File: src/rtl/fp_regfile_wb.sv
// 32x32 floating-point register file with a single-outstanding-op scoreboard,
// a load skid buffer behind the single write port, and fcsr (fflags/frm).
module fp_regfile_wb #(
    parameter bit         BYPASS    = 1'b1,
    parameter logic [2:0] RESET_FRM = 3'b000
) (
    input  logic        clk,
    input  logic        n_rst,
    input  logic [4:0]  rs1_sel,
    input  logic [4:0]  rs2_sel,
    output logic [31:0] f_rs1_data,
    output logic [31:0] f_rs2_data,
    input  logic        issue_valid,
    input  logic [4:0]  issue_rd,
    output logic        issue_ready,
    input  logic        f_ready,
    input  logic [31:0] FPU_out,
    input  logic [4:0]  flags,
    input  logic        ld_valid,
    input  logic [4:0]  ld_rd,
    input  logic [31:0] ld_data,
    output logic        ld_ready,
    input  logic [2:0]  instr_rm,
    output logic [2:0]  frm,
    output logic        frm_illegal,
    input  logic        csr_wen,
    input  logic [1:0]  csr_addr,
    input  logic [7:0]  csr_wdata,
    output logic [7:0]  csr_rdata,
    output logic        busy
);

    typedef enum logic {IDLE, BUSY} state_t;

    state_t      state_q, state_d;
    logic [31:0] regs_q [32];
    logic [4:0]  wb_rd_q, wb_rd_d;
    logic [31:0] pending_q, pending_d;
    logic        skid_valid_q, skid_valid_d;
    logic [4:0]  skid_rd_q, skid_rd_d;
    logic [31:0] skid_data_q, skid_data_d;
    logic [4:0]  fflags_q, fflags_d;
    logic [2:0]  frm_q, frm_d;

    logic        fpu_wb;
    logic        ld_acc;
    logic        skid_hit;
    logic        wen;
    logic [4:0]  waddr;
    logic [31:0] wdata;

    assign busy     = (state_q == BUSY);
    assign fpu_wb   = busy && f_ready;
    assign skid_hit = skid_valid_q &&
                      (skid_rd_q == rs1_sel || skid_rd_q == rs2_sel || skid_rd_q == issue_rd);
    assign issue_ready = (state_q == IDLE) && !skid_hit;
    assign ld_ready    = !skid_valid_q && !(busy && ld_rd == wb_rd_q);
    assign ld_acc      = ld_valid && ld_ready;

    // Single write port: FPU result beats the skid drain, which beats a fresh load.
    always_comb begin
        wen   = 1'b0;
        waddr = '0;
        wdata = '0;
        if (fpu_wb) begin
            wen   = 1'b1;
            waddr = wb_rd_q;
            wdata = FPU_out;
        end else if (skid_valid_q) begin
            wen   = 1'b1;
            waddr = skid_rd_q;
            wdata = skid_data_q;
        end else if (ld_acc) begin
            wen   = 1'b1;
            waddr = ld_rd;
            wdata = ld_data;
        end
    end

    assign f_rs1_data = (BYPASS && wen && waddr == rs1_sel) ? wdata : regs_q[rs1_sel];
    assign f_rs2_data = (BYPASS && wen && waddr == rs2_sel) ? wdata : regs_q[rs2_sel];

    always_comb begin
        state_d      = state_q;
        wb_rd_d      = wb_rd_q;
        pending_d    = pending_q;
        skid_valid_d = skid_valid_q;
        skid_rd_d    = skid_rd_q;
        skid_data_d  = skid_data_q;
        case (state_q)
            IDLE: if (issue_valid && issue_ready) begin
                state_d             = BUSY;
                wb_rd_d             = issue_rd;
                pending_d[issue_rd] = 1'b1;
            end
            BUSY: if (f_ready) begin
                state_d            = IDLE;
                pending_d[wb_rd_q] = 1'b0;
            end
            default: state_d = IDLE;
        endcase
        // A load colliding with the FPU writeback parks here until the port is free.
        if (fpu_wb && ld_acc) begin
            skid_valid_d = 1'b1;
            skid_rd_d    = ld_rd;
            skid_data_d  = ld_data;
        end else if (skid_valid_q && !fpu_wb) begin
            skid_valid_d = 1'b0;
        end
    end

    always_comb begin
        fflags_d = fflags_q;
        frm_d    = frm_q;
        if (csr_wen) begin
            case (csr_addr)
                2'b01: fflags_d = csr_wdata[4:0];
                2'b10: frm_d    = csr_wdata[2:0];
                2'b11: begin
                    frm_d    = csr_wdata[7:5];
                    fflags_d = csr_wdata[4:0];
                end
                default: ;
            endcase
        end
        if (fpu_wb)
            fflags_d = fflags_d | flags;
    end

    always_comb begin
        csr_rdata = '0;
        case (csr_addr)
            2'b01:   csr_rdata = {3'b000, fflags_q};
            2'b10:   csr_rdata = {5'b00000, frm_q};
            2'b11:   csr_rdata = {frm_q, fflags_q};
            default: csr_rdata = '0;
        endcase
    end

    assign frm         = (instr_rm == 3'b111) ? frm_q : instr_rm;
    assign frm_illegal = (frm == 3'b101) || (frm == 3'b110) || (frm == 3'b111);

    always_ff @(posedge clk or posedge n_rst) begin
        if (n_rst) begin
            state_q      <= IDLE;
            wb_rd_q      <= '0;
            pending_q    <= '0;
            skid_valid_q <= 1'b0;
            skid_rd_q    <= '0;
            skid_data_q  <= '0;
            fflags_q     <= '0;
            frm_q        <= RESET_FRM;
        end else begin
            state_q      <= state_d;
            wb_rd_q      <= wb_rd_d;
            pending_q    <= pending_d;
            skid_valid_q <= skid_valid_d;
            skid_rd_q    <= skid_rd_d;
            skid_data_q  <= skid_data_d;
            fflags_q     <= fflags_d;
            frm_q        <= frm_d;
        end
    end

    always_ff @(posedge clk or posedge n_rst) begin
        if (n_rst) begin
            for (int i = 0; i < 32; i++)
                regs_q[i] <= '0;
        end else if (wen) begin
            regs_q[waddr] <= wdata;
        end
    end

endmodule

File: config.mk
export PLATFORM = sky130hd
export DESIGN_NAME = fp_regfile_wb
export DESIGN_NICKNAME = d
export VERILOG_FILES = /design/src/rtl/fp_regfile_wb.sv
export SDC_FILE = /design/constraint.sdc
export NUM_CORES = 2
export LEC_CHECK = 0
export BUFFER_PORTS_ARGS = -buffer_cell sky130_fd_sc_hd__buf_2
export CAP_MARGIN = 20
export CORE_MARGIN = 5
export CORE_UTILIZATION = 55
export CTS_BUF_LIST = sky130_fd_sc_hd__clkbuf_4 sky130_fd_sc_hd__clkbuf_8
export CTS_CLUSTER_DIAMETER = 30
export DETAILED_ROUTE_END_ITERATION = 10
export PLACE_DENSITY_LB_ADDON = 0.08
export REMOVE_ABC_BUFFERS = 1
export SLEW_MARGIN = 10
export SYNTH_ARGS = -nofsm -noshare
export SYNTH_HDL_FRONTEND = slang
export SYNTH_SLANG_ARGS = --single-unit
File: constraint.sdc
create_clock -name clk -period 39.9 [get_ports clk]
set_clock_uncertainty 0.1 [all_clocks]
set_input_delay 1.995 -clock clk [delete_from_list [all_inputs] [get_ports clk]]
set_output_delay 1.995 -clock clk [all_outputs]
set_load 0.01 [all_outputs]
# Yosys cells after proc, flatten, opt, wreduce, memory -nomap -nowiden
# Index checks and enable logic that the tools add are counted.
# totals
reg_bits,1076
word_cells,117
out_inout_bits,79
input_bits,108
# op_classes
bitwise,5
n_mux,31
n_eq_ne,13
order_cmp,4
reduce_logical,25
# op_table
operator,count
$bwmux 1024,1
$bmux 32 s5,2
$mux 32,10
$demux 32 s5,1
$eq 5x5->1,6
$mux 5,6
$pmux 8 s3,1
$ge 6x6->1 const B,3
$not 5->6,3
$eq 3x3->1 const B,4
$logic_and 1x1->1,12
$mux 1,7
$lt 6x1->1 const B,1
$pmux 3 s2,1
$or 5x5->5,1
$eq 2x2->1 const B,2
$logic_not 1->1,4
$logic_or 1x1->1,4
$reduce_and 2->1,2
$reduce_bool 2->1,2
$mux 3,1
$eq 2x1->1 const B,1
$pmux 1 s2,1
$reduce_or 2->1,1
$not 1->1,1

# Depth between registers and ports, before layout
# logic_depth
depth_word,14
depth_mapped,11
ltp_nobuf,7

# Worst setup path before layout
# OpenSTA, ideal clock, no wires.
# synth_timing
path_type,in2out
start,in rs1_sel[1]
end,out f_rs1_data[11]
path_slack_ns,33.522
arrival_time_ns,4.283
n_path_buf,2
cell_stages,6
t_required_ns,37.805
cell_sequence,clkbuf_1 > clkbuf_1 > mux4_2 > mux4_2 > mux2_2 > mux2_2
# synth_between
elab_chain_len,5
word_cells_on_any_way,7
cone_classes,eq/ne: 1; mux: 4; bitwise: 1; reduce/logical: 1
# synth_lines
item,line,rtl
from (decl),9,"input logic [4:0] rs1_sel,"
$not 5->6 (not written as such),80,assign f_rs1_data = (BYPASS && wen && waddr == rs1_sel) ? wdata : regs_q[rs1_sel];
$bmux 32 s5,80,
$mux 32 (not written as such) (2 in a row),80,
$mux 32 (*),80,
to (decl),11,"output logic [31:0] f_rs1_data,"
# Every way passes the cells marked *; elsewhere a longest branch is shown, timed or not. The select of a mux whose other input is x is not followed.

# Final worst setup path
# layout_timing
start,in rs2_sel[1]
end,out f_rs2_data[6]
# layout_between
elab_chain_len,5
word_cells_on_any_way,7
cone_classes,eq/ne: 1; mux: 4; bitwise: 1; reduce/logical: 1
# layout_lines
item,line,rtl
from (decl),10,"input logic [4:0] rs2_sel,"
$not 5->6 (not written as such),81,assign f_rs2_data = (BYPASS && wen && waddr == rs2_sel) ? wdata : regs_q[rs2_sel];
$bmux 32 s5,81,
$mux 32 (not written as such) (2 in a row),81,
$mux 32 (*),81,
to (decl),12,"output logic [31:0] f_rs2_data,"
# Marked as above.

==> reports/results.ini <==
[outcome]
outcome=completed

[finish]
drive_above_1_share_pct=66.4
syn2layout_area_growth_pct=13.8
nets=3828
fin_cells=5319
fillers=7582

[clock_tree]
cts_max_level=4
cts_setup_buffers=0
path_clk_slew_ns=0.06
cts_tree=done
cts_buffer_depth=3
clock-sinks=1076
clock_latency_ns=0.89
cts_made_buffers=239
ctsHoldBuffers=0
ctsResizeCount=0
cts-root-buf=clkbuf_8

[floorplan]
die_w_um=336
num_rows=119
io_pins=187
die_y_um=336
start_util_pct=55.4
die_area_um2=113000
core_um2=105000

[setup_path]
worstSetupEndpointType=output port
arrival_ns=6.16
critPathMaxFanout=112
cp-start-kind=input port
cp.required_ns=37.81
crit_type=in2out

[logic_synthesis]
yosysTopAreaCellShare_pct=46.2
synthAdderAreaFrac_pct=0
yosysTopAreaCell=dfrtp_1
synth.distinct_cells=50
syn_area_per_cell_um2=16.4
synth-simple-area-share_pct=1.34
synth_xor_xnor_area_share_pct=0.436
ys_ff_latch=1076
syn_area_um2=58300
yosysWarnings=0
synth_top_family_by_area=multiplexers
async_reset_ff_share_pct=100
synthMuxAreaShare_pct=47.9
synth-main-ff-cell=dfrtp_1
synth_compound_area_share_pct=0.950
netlist_instances=3561
ys_top_cells_by_area=dfrtp_1, mux4_2, mux2_2
yosysSeqAreaShare_pct=46.2
synth_edf_count=0

[timing]
worst_pin_slew_ns=1.11
timing.fmax_mhz=121
fin_tns_setup_ns=0
rsz0062_at_grt=false
finalSetupViolCount=0
drv_slew=0
final.period_utilization_pct=20.7
relSlewSlack_pct=26.1
fin_crit_ns=8.26
worst_hold_slack_ns=0.405
final_hold_viol_count=0

[placed_design]
place_inst=4868
io_buffers=186
hpwl_um=98100
gp_congestion=0.822

[routing]
antenna_left=0
viasPerCell=6.81
routed_wl_um=173000
drtPass1Iterations=5
wire_per_inst_um=32.6
vias=36213
drc_errors=0
drtIter0Drc=3180

[global_routing]
grt_usage_pct=31.2
antenna_found_initial=2
grt_pass1_vias=39466
grt_pass1_wl_um=260000
grt_max_degree=176
grt.overflow.total=0

[min_path]
min_path_type=reg2reg

[power]
peakVddDrop_uv=48.6
power.density_nw_per_um2=73.1
power.leakage_nw=28.9

[job]
drv_cap=0

[per-layer routing]
metal  track usage [%]  routed length (µm)  vias to the layer above
met2              49.9               84100                     1640
met4              12.3                7310                        0
li1                  -                   -                    14332
met3              7.45               14000                      403
met1              42.0               68100                    19838
met5                 0                   0                        -
[cells in the final DEF, fill, tap and decap left out, drive strengths merged, types with 6 or more instances in the layout]
cell type / count
xnor2: 15
buf: 297
clkbuf: 319
nand3: 10
nand2: 17
a21oi: 9
dfrtp: 1076
clkinv: 58
mux2: 1195
bufinv: 42
mux2i: 6
nor3: 7
and3: 8
nor2: 99
mux4: 640
inv: 10
xor2: 14
clkinvlp: 22
a221oi: 32
[layout make-up]
class	count	area (µm²)	share of cell area (%)
clock inverter	128	1820	2.73
multi-input combinational	2102	29700	44.8
inverter	4	22.5	0.0339
sequential	1076	26900	40.6
antenna	2	5.00	0.00754
clock buffer	319	4200	6.32
timing repair buffer	297	1930	2.91
tap	1391	1740	2.62
[logic make-up after synthesis]
family,Yosys count
multiplexers,1841
flip-flops,1076
buffers and inverters,383
AND/OR/NAND/NOR,163
AO/OA/AOI/OAI,69
XOR/XNOR,29
[synth_stat cells (3+ instances only)]
| cell type | number |
|---|---|
| buf_4 | 63 |
| a21oi_1 | 9 |
| nand3_1 | 8 |
| or2_1 | 3 |
| nor2_4 | 4 |
| o21a_1 | 5 |
| mux2_2 | 1160 |
| mux2i_1 | 5 |
| and2_1 | 5 |
| or3_4 | 3 |
| mux2_4 | 4 |
| o21ai_0 | 3 |
| and3_1 | 8 |
| buf_6 | 9 |
| mux2_1 | 31 |
| nor3_1 | 6 |
| a221oi_1 | 32 |
| nor2_1 | 91 |
| xnor2_1 | 15 |
| xor2_1 | 14 |
| clkbuf_1 | 199 |
| buf_1 | 26 |
| buf_2 | 82 |
| nand4_1 | 3 |
| dfrtp_1 | 1076 |
| a221o_1 | 5 |
| inv_1 | 4 |
| nor2_2 | 4 |
| mux4_2 | 640 |
| nand2_1 | 17 |
[worst paths after layout]
check,from,endpoint,slack (ns),cells after the start
worst min-delay path,regs_q[520]$_DFFE_PP0P_,regs_q[520]$_DFFE_PP0P_,0.40,1
worst min register to register,regs_q[520]$_DFFE_PP0P_,regs_q[520]$_DFFE_PP0P_,0.40,1
worst max-delay path,rs2_sel[1],f_rs2_data[6],31.64,8
min in group asynchronous,n_rst,regs_q[950]$_DFFE_PP0P_,1.14,2
worst max register to register,wb_rd_q[3]$_DFFE_PP0P_,regs_q[644]$_DFFE_PP0P_,35.09,9
max in group asynchronous,n_rst,regs_q[703]$_DFFE_PP0P_,35.36,5
[power breakdown]
group	switching, mW	total [mW]	internal, mW
Sequential	0.355	1.92	1.56
Clock	0.547	1.51	0.961
Combinational	0.513	1.42	0.911
Total	1.41	4.85	3.44
[through the flow]
stage / utilization (%) / instance area, µm² / power [mW] / setup slack [ns]
finish: 63.1 / 66400 / 4.85 / 31.64
global route: 63.1 / 66400 / 5.07 / 31.37
CTS: 63.0 / 66300 / 4.86 / 31.58
detailed placement: 57.3 / 60300 / 3.34 / 31.58
global placement: 57.3 / 60300 / 3.24 / 31.61
floorplan: - / 56500 / 2.89 / 7.51
[state kept, by name, summed over array words and instances, names as in the netlist]
name / cells
busy: 1
fflags_q: 5
frm_q: 3
regs_q: 1024
skid_data_q: 32
skid_rd_q: 5
skid_valid_q: 1
wb_rd_q: 5
[critical path, cell delays in order]
cell	delay (ns)
buf_8	0.52
buf_12	0.57
buf_4	0.99
mux4_2	0.61
mux4_2	0.49
mux2_2	0.28
mux2_2	0.27
buf_2	0.14
Power figures use the tool's default switching activity.
